### src/rtl/mig_app_arbiter_pkg.sv
// ---------------------------------------------------------------------------
// mig_arb_pkg
// Shared definitions for the MIG application-port arbiter:
//   - MIG app_cmd encodings (write / read)
//   - arbiter FSM state encoding
//   - tag-width helper used by the top and the tag FIFO
// ---------------------------------------------------------------------------
package mig_arb_pkg;

    localparam logic [2:0] CMD_WR = 3'b000;
    localparam logic [2:0] CMD_RD = 3'b001;

    typedef enum logic [0:0] {
        ST_IDLE  = 1'b0,
        ST_ISSUE = 1'b1
    } arb_state_e;

    // Width needed to hold a requester index (never below one bit).
    function automatic int tag_width(input int num_req);
        if (num_req > 1) begin
            return $clog2(num_req);
        end else begin
            return 1;
        end
    endfunction

endpackage

### src/rtl/mig_app_arbiter_tag_fifo.sv
// ---------------------------------------------------------------------------
// mig_arb_tag_fifo
// Synchronous FIFO holding the requester index of every read command that
// MIG has accepted but not yet answered. Pushes into a full FIFO and pops
// from an empty FIFO are ignored; a simultaneous push and pop both apply.
//
// Ports
//   clk      in   clock (rising edge)
//   rst      in   asynchronous active-high reset, empties the FIFO
//   i_push   in   write i_din
//   i_din    in   WIDTH   requester index
//   i_pop    in   discard head entry
//   o_dout   out  WIDTH   head entry (valid while !o_empty)
//   o_full   out  DEPTH entries stored
//   o_empty  out  no entries stored
// DEPTH must be a power of two, at least 2.
// ---------------------------------------------------------------------------
module mig_arb_tag_fifo #(
    parameter int WIDTH = 1,
    parameter int DEPTH = 8
) (
    input  logic             clk,
    input  logic             rst,
    input  logic             i_push,
    input  logic [WIDTH-1:0] i_din,
    input  logic             i_pop,
    output logic [WIDTH-1:0] o_dout,
    output logic             o_full,
    output logic             o_empty
);

    localparam int AW = $clog2(DEPTH);

    logic [WIDTH-1:0] r_mem [DEPTH];
    // Pointers carry one extra wrap bit to tell full from empty.
    logic [AW:0]      r_wptr;
    logic [AW:0]      r_rptr;
    logic             w_push_ok;
    logic             w_pop_ok;

    // Flag decode and qualified push/pop strobes.
    always_comb begin
        o_empty   = (r_wptr == r_rptr);
        o_full    = (r_wptr[AW] != r_rptr[AW]) && (r_wptr[AW-1:0] == r_rptr[AW-1:0]);
        w_push_ok = i_push & ~o_full;
        w_pop_ok  = i_pop & ~o_empty;
        o_dout    = r_mem[r_rptr[AW-1:0]];
    end

    // Pointer registers.
    always_ff @(posedge clk or posedge rst) begin
        if (rst) begin
            r_wptr <= '0;
            r_rptr <= '0;
        end else begin
            if (w_push_ok) begin
                r_wptr <= r_wptr + {{AW{1'b0}}, 1'b1};
            end
            if (w_pop_ok) begin
                r_rptr <= r_rptr + {{AW{1'b0}}, 1'b1};
            end
        end
    end

    // Storage array; contents are don't-care until written.
    always_ff @(posedge clk) begin
        if (w_push_ok) begin
            r_mem[r_wptr[AW-1:0]] <= i_din;
        end
    end

endmodule

### src/rtl/mig_app_arbiter.sv
// ---------------------------------------------------------------------------
// mig_app_arbiter
// Arbitrates NUM_REQ requesters onto one Xilinx MIG application interface.
// IDLE picks a winner and registers its request; ISSUE drives the command
// channel (and, for writes, the write-data channel) until MIG has accepted
// every required channel, then pulses req_ready[winner]. Read commands push
// the winner index into a tag FIFO; returned read data pops it and is
// forwarded one cycle later on rsp_valid[tag]/rsp_data.
//
// Configuration macro
//   MIG_ARB_RR_EN  defined   : round-robin, search starts after last winner
//                  undefined : fixed priority, requester 0 highest
//
// Ports
//   ui_clk, rst                  clock, asynchronous active-high reset
//   init_calib_complete          no new grant while low
//   req_valid/req_rd             per-requester valid, 1 = read
//   req_addr/req_wdata/req_wmask packed per-requester request fields
//   req_ready                    pulse: request fully accepted by MIG
//   rsp_valid/rsp_data           one-hot read-data strobe and data
//   rsp_err                      sticky: read data with no tag outstanding
//   app_en/app_cmd/app_addr/app_rdy                         MIG command
//   app_wdf_wren/app_wdf_end/app_wdf_data/app_wdf_mask/app_wdf_rdy  MIG wdata
//   app_rd_data/app_rd_data_valid                           MIG read return
// ---------------------------------------------------------------------------
module mig_app_arbiter
    import mig_arb_pkg::*;
#(
    parameter int NUM_REQ    = 2,
    parameter int ADDR_WIDTH = 28,
    parameter int DATA_WIDTH = 128,
    parameter int TAG_DEPTH  = 8
) (
    input  logic                           ui_clk,
    input  logic                           rst,
    input  logic                           init_calib_complete,
    input  logic [NUM_REQ-1:0]             req_valid,
    input  logic [NUM_REQ-1:0]             req_rd,
    input  logic [NUM_REQ*ADDR_WIDTH-1:0]  req_addr,
    input  logic [NUM_REQ*DATA_WIDTH-1:0]  req_wdata,
    input  logic [NUM_REQ*DATA_WIDTH/8-1:0] req_wmask,
    output logic [NUM_REQ-1:0]             req_ready,
    output logic [NUM_REQ-1:0]             rsp_valid,
    output logic [DATA_WIDTH-1:0]          rsp_data,
    output logic                           rsp_err,
    output logic                           app_en,
    output logic [2:0]                     app_cmd,
    output logic [ADDR_WIDTH-1:0]          app_addr,
    input  logic                           app_rdy,
    output logic                           app_wdf_wren,
    output logic                           app_wdf_end,
    output logic [DATA_WIDTH-1:0]          app_wdf_data,
    output logic [DATA_WIDTH/8-1:0]        app_wdf_mask,
    input  logic                           app_wdf_rdy,
    input  logic [DATA_WIDTH-1:0]          app_rd_data,
    input  logic                           app_rd_data_valid
);

    localparam int TAG_W = tag_width(NUM_REQ);
    localparam int MASK_W = DATA_WIDTH / 8;

    arb_state_e              r_state;
    arb_state_e              w_state_nxt;
    logic [TAG_W-1:0]        r_idx;
    logic                    r_rd;
    logic [ADDR_WIDTH-1:0]   r_addr;
    logic [DATA_WIDTH-1:0]   r_wdata;
    logic [MASK_W-1:0]       r_wmask;
    logic                    r_cmd_done;
    logic                    r_wdf_done;
    logic [NUM_REQ-1:0]      r_rsp_valid;
    logic [DATA_WIDTH-1:0]   r_rsp_data;
    logic                    r_rsp_err;

    logic [NUM_REQ-1:0]      w_elig;
    logic                    w_found;
    logic [TAG_W-1:0]        w_win;
    logic                    w_grant;
    logic                    w_issue;
    logic                    w_cmd_acc;
    logic                    w_wdf_acc;
    logic                    w_complete;
    logic                    w_fifo_full;
    logic                    w_fifo_empty;
    logic                    w_fifo_push;
    logic                    w_fifo_pop;
    logic [TAG_W-1:0]        w_fifo_tag;

`ifdef MIG_ARB_RR_EN
    // Index where the next search begins (one past the last winner).
    logic [TAG_W-1:0]        r_ptr;
`endif

    // Winner selection among eligible requesters; a read is only eligible
    // while the tag FIFO has room for its index.
    always_comb begin
        int idx;
        idx     = 0;
        w_elig  = req_valid & ~(req_rd & {NUM_REQ{w_fifo_full}});
        w_found = 1'b0;
        w_win   = '0;
        for (int k = 0; k < NUM_REQ; k++) begin
`ifdef MIG_ARB_RR_EN
            idx = (int'(r_ptr) + k) % NUM_REQ;
`else
            idx = k;
`endif
            if (!w_found && w_elig[idx]) begin
                w_found = 1'b1;
                w_win   = TAG_W'(idx);
            end else begin
                w_found = w_found;
            end
        end
        w_grant = (r_state == ST_IDLE) && init_calib_complete && w_found;
    end

    // Channel handshakes; each channel finishes independently and the
    // request completes once both (command, plus wdata for writes) are done.
    always_comb begin
        w_issue     = (r_state == ST_ISSUE);
        w_cmd_acc   = w_issue && !r_cmd_done && app_rdy;
        w_wdf_acc   = w_issue && !r_wdf_done && app_wdf_rdy;
        w_complete  = w_issue && (r_cmd_done || w_cmd_acc) && (r_wdf_done || w_wdf_acc);
        w_fifo_push = w_cmd_acc && r_rd;
        w_fifo_pop  = app_rd_data_valid && !w_fifo_empty;
    end

    // Next-state logic.
    always_comb begin
        w_state_nxt = r_state;
        case (r_state)
            ST_IDLE: begin
                if (w_grant) begin
                    w_state_nxt = ST_ISSUE;
                end else begin
                    w_state_nxt = ST_IDLE;
                end
            end
            ST_ISSUE: begin
                if (w_complete) begin
                    w_state_nxt = ST_IDLE;
                end else begin
                    w_state_nxt = ST_ISSUE;
                end
            end
            default: w_state_nxt = ST_IDLE;
        endcase
    end

    // MIG-facing and requester-facing outputs, decoded from registered state.
    always_comb begin
        app_en       = w_issue && !r_cmd_done;
        app_cmd      = (w_issue && r_rd) ? CMD_RD : CMD_WR;
        app_addr     = r_addr;
        app_wdf_wren = w_issue && !r_wdf_done;
        app_wdf_end  = w_issue && !r_wdf_done;
        app_wdf_data = r_wdata;
        app_wdf_mask = r_wmask;
        req_ready    = '0;
        if (w_complete) begin
            req_ready[r_idx] = 1'b1;
        end else begin
            req_ready = '0;
        end
        rsp_valid    = r_rsp_valid;
        rsp_data     = r_rsp_data;
        rsp_err      = r_rsp_err;
    end

    // FSM state register.
    always_ff @(posedge ui_clk or posedge rst) begin
        if (rst) begin
            r_state <= ST_IDLE;
        end else begin
            r_state <= w_state_nxt;
        end
    end

    // Captured request and per-channel completion flags. A read has no
    // write-data phase, so its wdata channel starts out already done.
    always_ff @(posedge ui_clk or posedge rst) begin
        if (rst) begin
            r_idx      <= '0;
            r_rd       <= 1'b0;
            r_addr     <= '0;
            r_wdata    <= '0;
            r_wmask    <= '0;
            r_cmd_done <= 1'b0;
            r_wdf_done <= 1'b0;
        end else if (w_grant) begin
            r_idx      <= w_win;
            r_rd       <= req_rd[w_win];
            r_addr     <= req_addr[int'(w_win)*ADDR_WIDTH +: ADDR_WIDTH];
            r_wdata    <= req_wdata[int'(w_win)*DATA_WIDTH +: DATA_WIDTH];
            r_wmask    <= req_wmask[int'(w_win)*MASK_W +: MASK_W];
            r_cmd_done <= 1'b0;
            r_wdf_done <= req_rd[w_win];
        end else if (w_complete) begin
            // Clear the command qualifier so app_cmd returns to CMD_WR in IDLE.
            r_rd       <= 1'b0;
            r_cmd_done <= 1'b0;
            r_wdf_done <= 1'b0;
        end else begin
            if (w_cmd_acc) begin
                r_cmd_done <= 1'b1;
            end
            if (w_wdf_acc) begin
                r_wdf_done <= 1'b1;
            end
        end
    end

`ifdef MIG_ARB_RR_EN
    // Round-robin pointer moves one past each winner.
    always_ff @(posedge ui_clk or posedge rst) begin
        if (rst) begin
            r_ptr <= '0;
        end else if (w_grant) begin
            if (int'(w_win) == NUM_REQ - 1) begin
                r_ptr <= '0;
            end else begin
                r_ptr <= w_win + {{(TAG_W-1){1'b0}}, 1'b1};
            end
        end
    end
`endif

    // Read response path: one-cycle registered forward of MIG read data to
    // the requester named by the head tag; data with no tag is an error.
    always_ff @(posedge ui_clk or posedge rst) begin
        if (rst) begin
            r_rsp_valid <= '0;
            r_rsp_data  <= '0;
            r_rsp_err   <= 1'b0;
        end else begin
            r_rsp_valid <= '0;
            if (w_fifo_pop) begin
                r_rsp_valid[w_fifo_tag] <= 1'b1;
                r_rsp_data              <= app_rd_data;
            end
            if (app_rd_data_valid && w_fifo_empty) begin
                r_rsp_err <= 1'b1;
            end
        end
    end

    mig_arb_tag_fifo #(
        .WIDTH (TAG_W),
        .DEPTH (TAG_DEPTH)
    ) u_tag_fifo (
        .clk     (ui_clk),
        .rst     (rst),
        .i_push  (w_fifo_push),
        .i_din   (r_idx),
        .i_pop   (w_fifo_pop),
        .o_dout  (w_fifo_tag),
        .o_full  (w_fifo_full),
        .o_empty (w_fifo_empty)
    );

endmodule

### config.mk
export PLATFORM = sky130hd
export DESIGN_NAME = mig_app_arbiter
export DESIGN_NICKNAME = d
export VERILOG_FILES = /design/src/rtl/mig_app_arbiter_pkg.sv /design/src/rtl/mig_app_arbiter_tag_fifo.sv /design/src/rtl/mig_app_arbiter.sv
export SDC_FILE = /design/constraint.sdc
export NUM_CORES = 1
export LEC_CHECK = 0
export BUFFER_PORTS_ARGS = -buffer_cell sky130_fd_sc_hd__buf_2
export CORE_AREA = 4 4 311 313
export CTS_CLUSTER_SIZE = 10
export DETAILED_ROUTE_END_ITERATION = 10
export DIE_AREA = 0 0 315 317
export PLACE_DENSITY = 0.35
export SKIP_CTS_REPAIR_TIMING = 1
export SKIP_LAST_GASP = 1
export SYNTH_ARGS = -nofsm -noshare
export SYNTH_HDL_FRONTEND = slang
export SYNTH_SLANG_ARGS = --single-unit
### constraint.sdc
create_clock -name ui_clk -period 31.3 [get_ports ui_clk]
set_input_delay 7.825 -clock ui_clk [delete_from_list [all_inputs] [get_ports ui_clk]]
set_output_delay 7.825 -clock ui_clk [all_outputs]
set_load 0.005 [all_outputs]
======== Word level (Yosys, flattened, before mapping) ========
Memory sizes are Yosys's and may differ from the RTL's.
Cells that the tools add are included.
cells by class
  reduce and logical (&&, ||, !) cells .... 25
  multiply operators ...................... 1
  eq/ne operators ......................... 3
  muxes and demuxes ....................... 25
  order comparisons ....................... 5
  shifts and indexed selects .............. 3
  add/subtract/negate cells ............... 2
  bitwise logic cells ..................... 8
operator list
  cell                                                                  number
  256-bit by 9-bit indexed part select with 128-bit output              1
  56-bit by 7-bit indexed part select with 28-bit output                1
  32-bit by 6-bit indexed part select with 16-bit output                1
  1-bit 2-to-1 mux                                                      20
  1-bit logical AND                                                     16
  4-bit by 1-bit adder with 4-bit output, second input constant         2
  1-bit by 2-bit < comparator with 1-bit output, second input constant  3
  3-bit nonzero test                                                    2
  2-bit bitwise AND                                                     2
  4-bit equality test                                                   1
  1-bit zero test                                                       4
  1-bit by 3-bit multiplier with 4-bit output, second input constant    1
  2-bit 2-to-1 mux                                                      2
  3-bit equality test                                                   1
  1-bit NOT                                                             3
  1-bit bitwise AND                                                     2
  1-bit demux with 1-bit select                                         2
  1-bit greater-or-equal comparator, second input constant              2
  1-bit logical OR                                                      2
  2-bit NOT                                                             1
  1-bit one-hot mux with 2 select lines                                 1
  2-bit nonzero test                                                    1
  1-bit != test                                                         1
word-level totals
  input port bits ......................... 482
  logic and storage cells ................. 86
  memories kept ........................... 1
  bits in registers ....................... 316
  output and inout bits ................... 311
  RAM bits ................................ 8
memories
  memory            words  width  rd ports  clocked after Yosys merged registers in  wr ports  line                            text
  u_tag_fifo.r_mem  8      1      1         0                                        1         mig_app_arbiter_tag_fifo.sv:34  logic [WIDTH-1:0] r_mem [DEPTH];

======== Depth between registers and ports, before layout ========
  depth after elaboration ................. 12
  depth in mapped cells ................... 9

======== Modules after synthesis ========
A second synthesis with hierarchy kept.
second synthesis, totals
  cells, all modules ...................... 1614
  area total of the unflattened synthesis .. 15533.6 um^2
modules (own cells, without submodules)
  module            times used  area each (um^2)  cells an instance  sequential area each (um^2)
  mig_app_arbiter   1           14607.8           1543               7707.4
  mig_arb_tag_fifo  1           925.9             71                 440.4

======== Worst setup path after synthesis ========
No wires, ideal clock.
  path type ............................... input to output
  from .................................... input port app_rdy
  to ...................................... output port req_ready[0]
  stages on the path ...................... 2
  data required time ...................... 23.475 ns
  buffers on the path ..................... 0
  arrival ................................. 8.193 ns
  path slack .............................. 15.282 ns
  cell sequence ........................... o221ai_1 > nor2_1
on the way
  cells in the longest elaborated chain, start to end .. 5
RTL lines
  item                            line                    text
  from (decl)                     mig_app_arbiter.sv:49   input logic app_rdy,
  1-bit logical AND               mig_app_arbiter.sv:122  w_cmd_acc = w_issue && !r_cmd_done && app_rdy;
  1-bit logical OR                mig_app_arbiter.sv:124  w_complete = w_issue && (r_cmd_done || w_cmd_acc) && (r_wdf_done || w_wdf_acc);
  1-bit logical AND (2 in a row)  mig_app_arbiter.sv:124
  2-bit 2-to-1 mux                mig_app_arbiter.sv:161  if (w_complete) begin
  to (decl)                       mig_app_arbiter.sv:42   output logic [NUM_REQ-1:0] req_ready,
Every way passes these cells.

======== Worst setup path after layout ========
Same ends and word-level chain as after synthesis.

==> summary by stage <==
Route
The detailed router finished its first iteration with 519 violations. Dividing the detail-routed wire length by the instance count gives about 18 µm. For this run, design rule violations remaining after detail routing come to 0. The detail route stage leaves a number of antenna-violating nets equal to 0. The via count of the routed design is between 10000 and 15000.

Wires add up to between 50 and 60 mm. The number of optimization iterations in the first detailed-route pass is 4. After detailed routing, the number of vias per cell comes to 3.72.

Worst setup path
The signal arrival time at the worst endpoint is 8.94 ns. The critical register-to-register path startpoint is u_tag_fifo.r_rptr[1]. The top fanout value on the critical path is 5. The end of the worst register-to-register path is rsp_data[75]. The required time at the worst-slack endpoint is ~23 ns. The worst setup path is launched from an input pin. The number of cells traversed by the worst register-to-register path is 6. The type of destination of the critical path is an output port. The worst setup path is of the in2out kind. Setup slack on the worst reg-to-reg path comes out at 27.64 ns.

Power
The peak supply drop is between 0.03 and 0.04 mV. The overall power after layout is 1.75 mW. The power per unit of standard cell area is 87.5 nW/µm². In this run the static leakage power is 10.8 nW.

STA
The worst setup skew after layout is 0.0274 ns. Setup repair after global routing left no endpoint under its margin. The final count of hold timing violations came to 0. For the finished layout, the period the worst path requires is 16.76 ns. The worst hold margin is just under 0.5 ns. The number of failing setup endpoints in the final timing report is 0. The maximum operating frequency is 59.7 MHz. The slew at the pin closest to its max-slew limit is 1.06 ns. Headroom to the max-slew limit came out at 29.2%. The summed negative setup slack over all endpoints is 0 ns. In the finished design, the share of the clock period the worst path needs comes to ~54%. The number of pins exceeding their max-slew limit in the final report came to 0. Setup slack on the critical path of the routed design comes to 14.54 ns.

Min path
The worst hold path terminates at rsp_err. The path type of the worst min-delay path is reg2reg. Counting instances, the worst hold path has a depth of 1. The worst hold path begins at rsp_err.

Synth
The number of enable-type register cells in the synthesized netlist is 8. Counting flops with an async set or reset pin after synthesis yields a share of 97.5%. The synthesized cell area is 13400 µm². The count of cell types in the netlist is between 40 and 50.

The dominant synthesized flop cell is sky130_fd_sc_hd__dfrtp_1. The count of synthesis-stage warnings from yosys is 0. After synthesis, flip-flops and latches occupy 60.6% of the total area. The average cell area after synthesis is 14.1 µm². Counting every instance in the synthesized netlist gives 954.

The number of register bits inferred by synthesis is 324.

Floorplanning
Once the floorplan was initialized, standard cells occupied 14.3% of the core. The area of the core is 94300 µm². Measured along the x axis, the die boundary spans 315 µm. The cell row count is 113.

The height of the chip is roughly 320 µm. The die covers roughly 100000 µm². The number of placed I/O pins is 793.

Cells and area
From synthesis to final layout, the design area changed by 48.7%. The final instance count without filler cells is 3033. Of the cells placed in the final design, the portion with a size suffix greater than 1 is between 50% and 60%. In the layout the commonest cells are sky130_fd_sc_hd__buf_2, sky130_fd_sc_hd__dfrtp_1, sky130_fd_sc_hd__a22o_1, sky130_fd_sc_hd__a21o_1, sky130_fd_sc_hd__mux2_2. The finished cells cover around 20000 µm². The count of nets after finishing is 2209. The final core utilization is 21.2%.

The commonest non-fill, non-tap cell in the layout is sky130_fd_sc_hd__buf_2.

CTS
The clock latency on the worst-skew pair is 0.57 ns. The H-tree was split into 2 levels. TritonCTS built the clock tree. After clock tree synthesis, the clock-pin slew on the worst setup and hold paths is 0.06 ns. Clock tree synthesis inserted a total of 42 buffers. The longest clock path from root to sink contains 3 buffers. The root cell of the clock tree is sky130_fd_sc_hd__clkbuf_16.

The count of clock tree sinks is roughly 320.

Place
The detailed placement HPWL is 40.9 mm. The count of buffers from port buffering is about 800. Routability-driven placement finished with a final weighted congestion of a little under 0.8. The worst slack at placement is 14.50 ns. The post-place instance area is 18600 µm². The number of cells in the design after placement is 2946.

GRT
The number of antenna violations at the first check in global routing was 18. The sum of overflow across all layers after global routing is 0. Entering global routing, the biggest net connects about 170 pins.

The via count of the first global-routing pass is around 12000. The first global-routing pass estimated 78.1 mm of wire. Global routing used between 10 and 15% of the available tracks across all layers.

Job
The count of max-cap constraint violations is 0.

Status
The flow ran to the end, and the final reports show no timing, DRC or antenna violations.
==> worst max-delay path: stages <==
cell and delay, ns:
sky130_fd_sc_hd__buf_2 0.10, sky130_fd_sc_hd__o221ai_1 0.26, sky130_fd_sc_hd__nor2_1 0.52, sky130_fd_sc_hd__buf_2 0.22
==> worst max path at each step <==
stage / start / cells after the start / slack (ns) / endpoint
detailed placement: app_rdy / 4 / 14.50 / req_ready[0]
finish: app_rdy / 4 / 14.54 / req_ready[0]
floorplan: rst / 1 / 14.73 / app_addr[0]
global placement: app_rdy / 4 / 14.46 / req_ready[0]
CTS: app_rdy / 4 / 14.50 / req_ready[0]
global route: app_rdy / 4 / 14.46 / req_ready[0]
==> area by class of cell <==
| type | count | area (µm²) |
|---|---|---|
| antenna | 14 | 35.0 |
| clock buffer | 67 | 1270 |
| clock inverter | 6 | 48.8 |
| fill | 10330 | 74300 |
| inverter | 7 | 33.8 |
| multi-input combinational | 547 | 4800 |
| sequential | 324 | 8150 |
| tap | 1265 | 1580 |
| timing repair buffer | 803 | 4060 |
==> cell families (layout without fill, tap and decap cells) <==
kind of cell | Yosys count | count (layout) | share of synthesized area, %
muxes | 133 | 133 | 11.3
other | 1 | 16 | 0.0279
buffers and inverters | 84 | 883 | 4.02
and+or+nand+nor | 43 | 43 | 1.67
xor gates and xnor gates | 10 | 10 | 0.763
AOI/OAI and AO/OA | 357 | 357 | 21.4
DFF | 324 | 324 | 60.6
adders and majority gates | 2 | 2 | 0.186
==> metal layers <==
| metal | routed length, µm | vias up | global-route usage, % | share of wire, % |
|---|---|---|---|---|
| li1 | - | 5105 | - | - |
| met1 | 19500 | 5593 | 10.8 | 35 |
| met2 | 29100 | 494 | 18.9 | 53 |
| met3 | 4470 | 88 | 3.27 | 8.1 |
| met4 | 1890 | 4 | 4.04 | 3.4 |
| met5 | 26 | - | 0 | 0.047 |
==> synth_stat cells (2+ instances only) <==
master,instances,area share [%]
sky130_fd_sc_hd__xnor2_2,2,0.24
sky130_fd_sc_hd__nand3_1,6,0.22
sky130_fd_sc_hd__nor3_1,4,0.15
sky130_fd_sc_hd__nor2_1,13,0.36
sky130_fd_sc_hd__a21oi_1,4,0.15
sky130_fd_sc_hd__dfrtp_1,316,59
sky130_fd_sc_hd__xnor2_1,5,0.33
sky130_fd_sc_hd__and3_1,2,0.093
sky130_fd_sc_hd__a22o_1,172,11
sky130_fd_sc_hd__buf_6,8,0.67
sky130_fd_sc_hd__inv_1,6,0.17
sky130_fd_sc_hd__nand2_1,6,0.17
sky130_fd_sc_hd__a21o_1,172,9.6
sky130_fd_sc_hd__buf_4,28,1.6
sky130_fd_sc_hd__buf_2,38,1.4
sky130_fd_sc_hd__mux4_2,2,0.33
sky130_fd_sc_hd__edfxtp_1,8,1.8
sky130_fd_sc_hd__o21ai_0,2,0.074
sky130_fd_sc_hd__xor2_1,3,0.20
sky130_fd_sc_hd__mux2_2,130,11
sky130_fd_sc_hd__nand2b_1,3,0.14
sky130_fd_sc_hd__ha_1,2,0.19
==> state kept, by name, summed over array words and instances, names as in the netlist <==
signal and cells:
rsp_data 128, app_wdf_mask 16, r_cmd_done 1, rsp_err 1, rsp_valid 2, app_addr 28, u_tag_fifo.r_wptr 4, u_tag_fifo.r_rptr 4
r_rd 1, r_wdf_done 1, app_wdf_data 128, r_idx 1, u_tag_fifo.r_mem 8, r_state 1
==> where the power goes <==
| group | switching [mW] | leakage (nW) | total [mW] | internal, mW |
|---|---|---|---|---|
| combinational | 0.279 | 6.21 | 0.609 | 0.329 |
| sequential | 0.0938 | 3.96 | 0.673 | 0.579 |
| clock | 0.189 | 0.653 | 0.467 | 0.278 |
| total | 0.562 | 10.8 | 1.75 | 1.19 |
Power figures use the tool's default switching activity.
